<file path="src/rtl/cpu_types_pkg.sv">
// Shared CPU/bus types: words, RAM handshake states and the
// coherence controller state encoding.
package cpu_types_pkg;

   localparam int WORD_W = 32;

   typedef logic [WORD_W-1:0] word_t;

   typedef enum logic [1:0] {
      FREE,
      BUSY,
      ACCESS,
      ERROR
   } ramstate_t;

   typedef enum logic [2:0] {
      IDLE,
      IFETCH,
      WB,
      SNOOP,
      C2C,
      RAMLD
   } cc_state_t;

endpackage

</file>
<file path="src/rtl/cache_control_if.sv">
// Bus between the per-core caches, the coherence controller
// and the RAM port.
interface cache_control_if #(
   parameter int CPUS = 2
);
   import cpu_types_pkg::*;

   logic  [CPUS-1:0] iREN;
   logic  [CPUS-1:0] dREN;
   logic  [CPUS-1:0] dWEN;
   word_t [CPUS-1:0] iaddr;
   word_t [CPUS-1:0] daddr;
   word_t [CPUS-1:0] dstore;
   logic  [CPUS-1:0] ccwrite;
   logic  [CPUS-1:0] cctrans;

   logic  [CPUS-1:0] iwait;
   logic  [CPUS-1:0] dwait;
   word_t [CPUS-1:0] iload;
   word_t [CPUS-1:0] dload;
   logic  [CPUS-1:0] ccwait;
   logic  [CPUS-1:0] ccinv;
   word_t [CPUS-1:0] ccsnoopaddr;

   word_t            ramload;
   ramstate_t        ramstate;
   logic             ramREN;
   logic             ramWEN;
   word_t            ramaddr;
   word_t            ramstore;

   modport cc (
      input  iREN, dREN, dWEN, iaddr, daddr, dstore,
      input  ccwrite, cctrans, ramload, ramstate,
      output iwait, dwait, iload, dload,
      output ccwait, ccinv, ccsnoopaddr,
      output ramREN, ramWEN, ramaddr, ramstore
   );

   modport cache (
      output iREN, dREN, dWEN, iaddr, daddr, dstore,
      output ccwrite, cctrans,
      input  iwait, dwait, iload, dload,
      input  ccwait, ccinv, ccsnoopaddr
   );

endinterface

</file>
<file path="src/rtl/cc_arbiter.sv">
// Request picker: class priority dWEN > dREN > iREN, round-robin
// between cores inside a class.
module cc_arbiter
   import cpu_types_pkg::*;
(
   input  logic       CLK,
   input  logic       nRST,
   input  logic [1:0] iren,
   input  logic [1:0] dren,
   input  logic [1:0] dwen,
   input  logic       done,
   input  logic       done_g,
   output logic       req,
   output logic       gnt,
   output cc_state_t  target
);

   logic last;

   always_ff @(posedge CLK or negedge nRST) begin
      if (!nRST) begin
         last <= 1'b1;
      end else if (done) begin
         last <= done_g;
      end
   end

   // A tie goes to the core that was not served last.
   function automatic logic pick(
      input logic [1:0] r,
      input logic       lg
   );
      return (&r) ? ~lg : r[1];
   endfunction

   always_comb begin
      req    = 1'b1;
      gnt    = 1'b0;
      target = IDLE;
      priority case (1'b1)
         |dwen: begin
            target = WB;
            gnt    = pick(dwen, last);
         end
         |dren: begin
            target = SNOOP;
            gnt    = pick(dren, last);
         end
         |iren: begin
            target = IFETCH;
            gnt    = pick(iren, last);
         end
         default: req = 1'b0;
      endcase
   end

endmodule

</file>
<file path="src/rtl/memory_control.sv">
// Coherence bus controller: serialises both cores onto one RAM port
// and runs MSI snooping with cache-to-cache transfers.
module memory_control
   import cpu_types_pkg::*;
(
   input  logic        CLK,
   input  logic        nRST,
   cache_control_if.cc ccif
);

   cc_state_t   state;
   cc_state_t   nstate;
   cc_state_t   atgt;
   logic        g;
   logic        p;
   logic        areq;
   logic        agnt;
   logic        live;
   logic        acc;
   logic        done;
   logic [1:0]  iwait;
   logic [1:0]  dwait;
   logic [1:0]  ccwait;
   logic [1:0]  ccinv;
   word_t [1:0] iload;
   word_t [1:0] dload;
   word_t [1:0] snoop;
   logic        ren;
   logic        wen;
   word_t       raddr;
   word_t       rstore;

   assign p   = ~g;
   assign acc = (ccif.ramstate == ACCESS);

   cc_arbiter u_arb (
      .CLK    (CLK),
      .nRST   (nRST),
      .iren   (ccif.iREN),
      .dren   (ccif.dREN),
      .dwen   (ccif.dWEN),
      .done   (done),
      .done_g (g),
      .req    (areq),
      .gnt    (agnt),
      .target (atgt)
   );

   always_ff @(posedge CLK or negedge nRST) begin
      if (!nRST) begin
         state <= IDLE;
         g     <= 1'b0;
      end else begin
         state <= nstate;
         if (state == IDLE) begin
            g <= agnt;
         end
      end
   end

   // A transaction only stays alive while its requester holds the line.
   always_comb begin
      live = 1'b0;
      unique case (state)
         IFETCH:            live = ccif.iREN[g];
         WB:                live = ccif.dWEN[g];
         SNOOP, C2C, RAMLD: live = ccif.dREN[g];
         default:           live = 1'b0;
      endcase
   end

   always_comb begin
      nstate = state;
      unique case (state)
         IDLE: begin
            nstate = areq ? atgt : IDLE;
         end
         SNOOP: begin
            if (!live) begin
               nstate = IDLE;
            end else if (ccif.cctrans[p] & ccif.ccwrite[p]) begin
               nstate = C2C;
            end else begin
               nstate = RAMLD;
            end
         end
         IFETCH, WB, C2C, RAMLD: begin
            if (!live || acc) begin
               nstate = IDLE;
            end
         end
         default: nstate = IDLE;
      endcase
   end

   always_comb begin
      iwait  = '1;
      dwait  = '1;
      iload  = '0;
      dload  = '0;
      ccwait = '0;
      ccinv  = '0;
      snoop  = '0;
      ren    = 1'b0;
      wen    = 1'b0;
      raddr  = '0;
      rstore = '0;
      done   = 1'b0;
      if (live) begin
         unique case (state)
            IFETCH: begin
               ren   = 1'b1;
               raddr = ccif.iaddr[g];
               if (acc) begin
                  iwait[g] = 1'b0;
                  iload[g] = ccif.ramload;
                  done     = 1'b1;
               end
            end
            WB: begin
               wen    = 1'b1;
               raddr  = ccif.daddr[g];
               rstore = ccif.dstore[g];
               if (acc) begin
                  dwait[g] = 1'b0;
                  done     = 1'b1;
               end
            end
            SNOOP: begin
               ccwait[p] = 1'b1;
               snoop[p]  = ccif.daddr[g];
               ccinv[p]  = ccif.ccwrite[g];
            end
            C2C: begin
               // Peer data goes to the requester and to RAM at once.
               ccwait[p] = 1'b1;
               snoop[p]  = ccif.daddr[g];
               wen       = 1'b1;
               raddr     = ccif.daddr[p];
               rstore    = ccif.dstore[p];
               if (acc) begin
                  dload[g] = ccif.dstore[p];
                  dwait[g] = 1'b0;
                  dwait[p] = 1'b0;
                  done     = 1'b1;
               end
            end
            RAMLD: begin
               ccwait[p] = 1'b1;
               snoop[p]  = ccif.daddr[g];
               ren       = 1'b1;
               raddr     = ccif.daddr[g];
               if (acc) begin
                  dload[g] = ccif.ramload;
                  dwait[g] = 1'b0;
                  done     = 1'b1;
               end
            end
            default: ;
         endcase
      end
   end

   assign ccif.iwait       = iwait;
   assign ccif.dwait       = dwait;
   assign ccif.iload       = iload;
   assign ccif.dload       = dload;
   assign ccif.ccwait      = ccwait;
   assign ccif.ccinv       = ccinv;
   assign ccif.ccsnoopaddr = snoop;
   assign ccif.ramREN      = ren;
   assign ccif.ramWEN      = wen;
   assign ccif.ramaddr     = raddr;
   assign ccif.ramstore    = rstore;

endmodule
</file>
<file path="src/flat_wrapper.sv">
// flat-port wrapper written by rule: the top's interface ports become plain ports
module memory_control_flat import cpu_types_pkg::*;
  (CLK, nRST, ccif_iREN, ccif_dREN, ccif_dWEN, ccif_iaddr, ccif_daddr, ccif_dstore, ccif_ccwrite, ccif_cctrans, ccif_ramload, ccif_ramstate, ccif_iwait, ccif_dwait, ccif_iload, ccif_dload, ccif_ccwait, ccif_ccinv, ccif_ccsnoopaddr, ccif_ramREN, ccif_ramWEN, ccif_ramaddr, ccif_ramstore);
  cache_control_if ccif_i ();
  input  logic CLK;
  input  logic nRST;
  input wire logic [$bits(ccif_i.iREN)-1:0] ccif_iREN;
  input wire logic [$bits(ccif_i.dREN)-1:0] ccif_dREN;
  input wire logic [$bits(ccif_i.dWEN)-1:0] ccif_dWEN;
  input wire logic [$bits(ccif_i.iaddr)-1:0] ccif_iaddr;
  input wire logic [$bits(ccif_i.daddr)-1:0] ccif_daddr;
  input wire logic [$bits(ccif_i.dstore)-1:0] ccif_dstore;
  input wire logic [$bits(ccif_i.ccwrite)-1:0] ccif_ccwrite;
  input wire logic [$bits(ccif_i.cctrans)-1:0] ccif_cctrans;
  input wire logic [$bits(ccif_i.ramload)-1:0] ccif_ramload;
  input wire logic [$bits(ccif_i.ramstate)-1:0] ccif_ramstate;
  output wire logic [$bits(ccif_i.iwait)-1:0] ccif_iwait;
  output wire logic [$bits(ccif_i.dwait)-1:0] ccif_dwait;
  output wire logic [$bits(ccif_i.iload)-1:0] ccif_iload;
  output wire logic [$bits(ccif_i.dload)-1:0] ccif_dload;
  output wire logic [$bits(ccif_i.ccwait)-1:0] ccif_ccwait;
  output wire logic [$bits(ccif_i.ccinv)-1:0] ccif_ccinv;
  output wire logic [$bits(ccif_i.ccsnoopaddr)-1:0] ccif_ccsnoopaddr;
  output wire logic [$bits(ccif_i.ramREN)-1:0] ccif_ramREN;
  output wire logic [$bits(ccif_i.ramWEN)-1:0] ccif_ramWEN;
  output wire logic [$bits(ccif_i.ramaddr)-1:0] ccif_ramaddr;
  output wire logic [$bits(ccif_i.ramstore)-1:0] ccif_ramstore;
  assign ccif_i.iREN = ccif_iREN;
  assign ccif_i.dREN = ccif_dREN;
  assign ccif_i.dWEN = ccif_dWEN;
  assign ccif_i.iaddr = ccif_iaddr;
  assign ccif_i.daddr = ccif_daddr;
  assign ccif_i.dstore = ccif_dstore;
  assign ccif_i.ccwrite = ccif_ccwrite;
  assign ccif_i.cctrans = ccif_cctrans;
  assign ccif_i.ramload = ccif_ramload;
  assign ccif_i.ramstate = ccif_ramstate;
  assign ccif_iwait = ccif_i.iwait;
  assign ccif_dwait = ccif_i.dwait;
  assign ccif_iload = ccif_i.iload;
  assign ccif_dload = ccif_i.dload;
  assign ccif_ccwait = ccif_i.ccwait;
  assign ccif_ccinv = ccif_i.ccinv;
  assign ccif_ccsnoopaddr = ccif_i.ccsnoopaddr;
  assign ccif_ramREN = ccif_i.ramREN;
  assign ccif_ramWEN = ccif_i.ramWEN;
  assign ccif_ramaddr = ccif_i.ramaddr;
  assign ccif_ramstore = ccif_i.ramstore;
  memory_control u_core (.CLK(CLK), .nRST(nRST), .ccif(ccif_i));
endmodule
</file>
<file path="config.mk">
export PLATFORM = sky130hd
export DESIGN_NAME = memory_control_flat
export DESIGN_NICKNAME = d
export VERILOG_FILES = /design/src/rtl/cpu_types_pkg.sv /design/src/rtl/cache_control_if.sv /design/src/rtl/cc_arbiter.sv /design/src/rtl/memory_control.sv /design/src/flat_wrapper.sv
export SDC_FILE = /design/constraint.sdc
export NUM_CORES = 1
export LEC_CHECK = 0
export CAP_MARGIN = 20
export CORE_AREA = 2 2 194 196
export CTS_BUF_LIST = sky130_fd_sc_hd__clkbuf_2
export CTS_CLUSTER_SIZE = 20
export DETAILED_ROUTE_END_ITERATION = 8
export DIE_AREA = 0 0 196 198
export DONT_BUFFER_PORTS = 1
export PLACE_DENSITY_LB_ADDON = 0.25
export RECOVER_POWER = 25
export SYNTH_ARGS = -nofsm -noshare
export SYNTH_HDL_FRONTEND = slang
export SYNTH_HIERARCHICAL = 1
export SYNTH_SLANG_ARGS = --single-unit
</file>
<file path="constraint.sdc">
create_clock -name CLK -period 1.86 [get_ports CLK]
set_input_delay 0.186 -clock CLK [delete_from_list [all_inputs] [get_ports CLK]]
set_output_delay 0.186 -clock CLK [all_outputs]
set_load 0.01 [all_outputs]
</file>
; ---- After elaboration in Yosys (flattened, before gate mapping)
; Cells that the tools add are included.
; Widths: inputs -> output; s select.
[op_classes]
n_eq_ne = 7
reduce_logical = 16
mux = 77
bitwise = 10
order_cmp = 4
[op_table]
columns = op, count
row1 = $mux 32, 14
row2 = $mux 64, 7
row3 = $and 64x64->64, 3
row4 = $pmux 64 s2, 1
row5 = $pmux 32 s3, 1
row6 = $demux 32 s1, 2
row7 = $pmux 32 s2, 1
row8 = $mux 1, 32
row9 = $mux 2, 12
row10 = $reduce_or 2->1, 6
row11 = $pmux 3 s3, 1
row12 = $eq 3x2->1 const B, 2
row13 = $eq 3x3->1 const B, 2
row14 = $mux 3, 2
row15 = $reduce_and 2->1, 3
row16 = $and 2x2->2, 2
row17 = $lt 1x2->1 const B, 2
row18 = $not 2->2, 2
row19 = $pmux 2 s2, 1
row20 = $reduce_or 4->1, 1
row21 = $eq 3x1->1 const B, 1
row22 = $logic_not 3->1, 1
row23 = $pmux 1 s3, 1
row24 = $reduce_or 3->1, 1
row25 = other kinds (9), 13
[word_totals]
word_cells = 117
ff_bits = 5
input_bits = 238

; ---- Longest topological paths before layout
[depth]
ltp_word = 10
depth_mapped = 8
mapped_depth_nobuf = 6

; ---- Modules after synthesis
; The synthesis kept the hierarchy.
[modules_own_cells]
columns = mod, area_per_inst_um2, cells_per_inst, seq_area_each_um2, n_inst
row1 = memory_control, 4895.9, 695, 100.1, 1
row2 = cc_arbiter, 117.6, 14, 26.3, 1

; ---- Worst setup path before layout
; OpenSTA, ideal clock, no wires.
[synth_path]
path_type = register -> register
start = register u_core.state[2]
end = register u_core.u_arb.last
path_slack_ns = -0.032
t_arrival_ns = 1.810
setup_time_ns = 0.082
period_less_slack_ns = 1.892
path_stages_with_launch = 8
n_path_buf = 2
cell_sequence = dfrtp_1 buf_6 or3b_4 o32ai_2 nor2_2 buf_2 nor2_1 mux2_2
[synth_between]
elab_chain_cells = 4
word_cells_on_any_way = 10
classes_between = eq/ne: 5 / mux: 3 / reduce/logical: 2
[synth_lines]
columns = item, line
row1 = "start, declared", memory_control.sv:11  ; cc_state_t state;
row2 = "start signal, assigned", memory_control.sv:54  ; state <= nstate;
row3 = "$eq 3x2->1, or another cell as far along", memory_control.sv:64  ; unique case (state)
row4 = $reduce_or 3->1 (no line) or $reduce_or 4->1 (tied branches), --
row5 = $pmux 1 s3 or $mux 1 (tied branches), --
row6 = $mux 1 (*), memory_control.sv:109  ; if (live) begin
row7 = net u_core.done, memory_control.sv:20  ; logic done;
row8 = "end signal, assigned", cc_arbiter.sv:24  ; last <= done_g;
row9 = "end, declared", cc_arbiter.sv:18  ; logic last;
; Mark *: on every way through the listed nets, which the timed path passes. The rest lies on a longest branch.
; A chain may end at the register's enable or synchronous reset.

; ---- Worst setup path in the final report
[layout_path]
start = register u_core.g
end = output port ccif_ramaddr[4]
[layout_between]
elab_chain_cells = 4
word_cells_on_any_way = 15
classes_between = mux: 15
[layout_lines]
columns = item, line
row1 = "start, declared", memory_control.sv:14  ; logic g;
row2 = "start signal, assigned", memory_control.sv:56  ; g <= agnt;
row3 = "$mux 32 (not written as such), or another cell as far along (2 in series)", "memory_control.sv:122, memory_control.sv:152"
row4 = $pmux 32 s3 or $pmux 1 s3 (tied branches), "memory_control.sv:110, memory_control.sv:64"
row5 = $mux 32 (*), memory_control.sv:109
row6 = "end, declared", flat_wrapper.sv:26  ; output wire logic [$bits(ccif_i.ramaddr)-1:0] ccif_ramaddr;
; Mark *: on every way between the ends. The rest lies on a longest branch, timed or not. The select of a mux whose other input is x is not followed.

==> run metrics <==
H-tree lvl count 1; filler cell count 3998; # DRC 0; num ports 504; GR Overflow Total 0; CP arrival 1.98 ns; main flop type after synthesis dfrtp_1; Tightest Hold Check Type in -> reg; Cell variety after synth 50; die area 38800 um^2; max_cap viols 0; Post-DP HPWL 20300 um; Avg Synthesized Cell Area 7.07 um^2; fin. max-slew vios 0; Detailed Route Iter0 Violations 371; Worst R2R End u_core/u_arb/last$_DFFE_PN1P_; CTS tree yes; Critical Path RT 1.67 ns; die extent in x 196 um; Mapped Area 5010 um^2; met1 Use GR 15.0%; leakage power total 3.15 nW; vias 6698; failing checks negative setup slack; relative slew slack 63.7%; Vias/cell 5.06; Fmax 0.463 GHz; r2r startpoint u_core/g$_DFFE_PN0P_; largest net degree at the start of global routing 51; met2 usage 21.6%; fin crit share 116%; final worst path period need 2.16 ns; clock-pin transition on the worst setup and hold timing paths 0.06 ns; status finished, violations left; largest buffer count on any clock path 2; Multi-input gate area 5460 um^2; Root Driver clkbuf_2; CP Class reg -> out; FF+latch count, synth 5; Worst-Margin Slew 0.544 ns; post-synthesis sequential area ratio 2.52%; final setup fails 260; crit start category flop; worst vdd ir 0.625 mV; ys async rst share 100%; final core utilization 23.6%; 1st-pass router iterations 5; Placed Area 6900 um^2; number of buffers added on ports 0; Design Area, Final 8730 um^2; largest area contributor in the netlist mux2i_1; Worst Skew 0.00427 ns; ANT nets after route 0; Hold Path Cell Cnt 2; hold slack 0.197 ns; Post-Route WL 31400 um; Starting Density 13.6%; final hold viol count 0; final net count 1087; per-cell routed wire length 23.7 um; clk_lat worst skew 0.22 ns; Yosys Warn Count 6; first-pass GRT wire length 37100 um; largest fanout on the critical path 16; setup TNS -47.01 ns; Area growth syn-to-layout 74.0%; initial antenna violation count 2; top cells by area, synth mux2i_1, and2_1, a221oi_1, mux2_2, o22a_1; critical path capture point type output port; top cell type's share of synthesized area 19.6%; CORE AREA 37000 um^2; Post-synth EDFFs 0; row cnt 71; RSZ-0062 raised after global routing true; pwr dens 1290 nW/um^2; CTS Buf Count 3; busiest grt layer met2; fin worst setup slack -0.302 ns; Worst R2R Path Depth 6; total track usage 12.2%; Seq. cell area 133 um^2; share of cells above drive strength 1 51.2%; Hold Startpoint ccif_dREN[1]; gate count of the mapped netlist 709; clk sinks 5; vias in the first global route 6013; Placer Congestion 0.798; r2r setup slk 0.03 ns; syn nets 947; met3 Usage GRT 2.11%; Die H 198 um; WHS Endpoint u_core/state[1]$_DFFE_PN0P_
[synth_stat cells, types with 3 or more instances]
library cell  count
a21oi_1          38
clkbuf_2          6
and2_1           97
and3_1           33
nor2b_1           4
dfrtp_1           4
buf_4            12
nand2_1          36
a22oi_1          32
nand3_1           3
a221oi_1         64
nor2_4            3
buf_1             3
nand2b_1          4
inv_1             4
clkbuf_1         37
or3_1             3
mux2_2           34
nor2_1           67
buf_6             4
o22a_1           32
o21ai_0           4
mux2i_1          98
buf_2            24
nor3_1           34
[registers in the layout, summed over array words and instances (netlist names)]
| register | flops |
|---|---|
| u_core/state | 3 |
| u_core/g | 1 |
| u_core/u_arb/last | 1 |
[worst max-delay path by stage]
stage | from | endpoint | cells past startpoint
detailed placement | u_core/state[1]$_DFFE_PN0P_ | ccif_ramaddr[31] | 7
CTS | u_core/state[2]$_DFFE_PN0P_ | ccif_ramstore[25] | 8
floorplan | u_core/state[1]$_DFFE_PN0P_ | ccif_ramstore[13] | 6
global route | u_core/g$_DFFE_PN0P_ | ccif_ramstore[25] | 7
finish | u_core/g$_DFFE_PN0P_ | ccif_ramaddr[4] | 7
global placement | u_core/state[1]$_DFFE_PN0P_ | ccif_ramaddr[31] | 7
[stage by stage]
step                total power, mW  cells  setup WS (ns)
CTS                            9.06   1298         -0.307
global placement               8.31   1288         -0.104
global route                   11.9   1324         -0.403
floorplan                      5.49    709        0.00861
finish                         11.3   1324         -0.302
detailed placement             8.37   1288         -0.100
[per-layer routing]
metal | vias to the layer above | part of all wire (%) | routed length, um
met2 | 389 | 50 | 15700
met3 | 40 | 6.8 | 2140
li1 | 2949 | - | -
met4 | 0 | 2.6 | 800
met1 | 3320 | 40 | 12700
met5 | - | 0 | 0
[kinds of logic after synthesis]
family | synth area share, %
multiplexers | 27.7
AND/OR/NAND/NOR | 33.2
flip-flops | 2.52
buffers and inverters | 9.06
AO/OA/AOI/OAI | 27.5
other | 0.0748
[where the power goes]
group | total [mW] | internal [mW] | switching, mW | leakage, nW
sequential | 0.270 | 0.178 | 0.0916 | 0.0575
combinational | 10.9 | 5.20 | 5.69 | 3.08
clock | 0.105 | 0.0570 | 0.0483 | 0.0166
total | 11.3 | 5.43 | 5.83 | 3.15
[area by class of cell]
cell class	count	share of cell area [%]
sequential	5	1.52
timing repair buffer	221	28.5
inverter	5	0.272
antenna	2	0.0574
tap	474	6.80
multi-input combinational	613	62.6
clock buffer	4	0.229
[worst max-delay path: stages (launching register included)]
cell and delay [ns]:
dfrtp_4 0.51, mux2i_4 0.30, buf_4 0.19, o32ai_4 0.09, nor2_4 0.20, buf_12 0.21
a21oi_1 0.06, buf_4 0.15
[timing repair]
item,CTS,global route
pin swaps,6,48
gates cloned,4,16
gates resized for setup,48,237
hold buffers,1,0
setup endpoints to repair,265,265
endpoints found under the hold margin,5,0
buffers inserted,1,8
[layout by cell type (no fill, tap or decap), types with 20 or more instances in the layout]
| cell | n |
|---|---|
| buf_4 | 129 |
| mux2i_1 | 96 |
| and2_1 | 84 |
| buf_6 | 45 |
| a221oi_1 | 41 |
| nor2_4 | 36 |
| nand2_1 | 36 |
| nor2_1 | 34 |
| mux2_2 | 33 |
| o22a_1 | 32 |
| and3_1 | 31 |
| a22oi_2 | 27 |
| buf_12 | 25 |
| a221oi_2 | 21 |
| a21oi_4 | 20 |
| nor3_1 | 20 |
(Power assumes the default switching activity.)
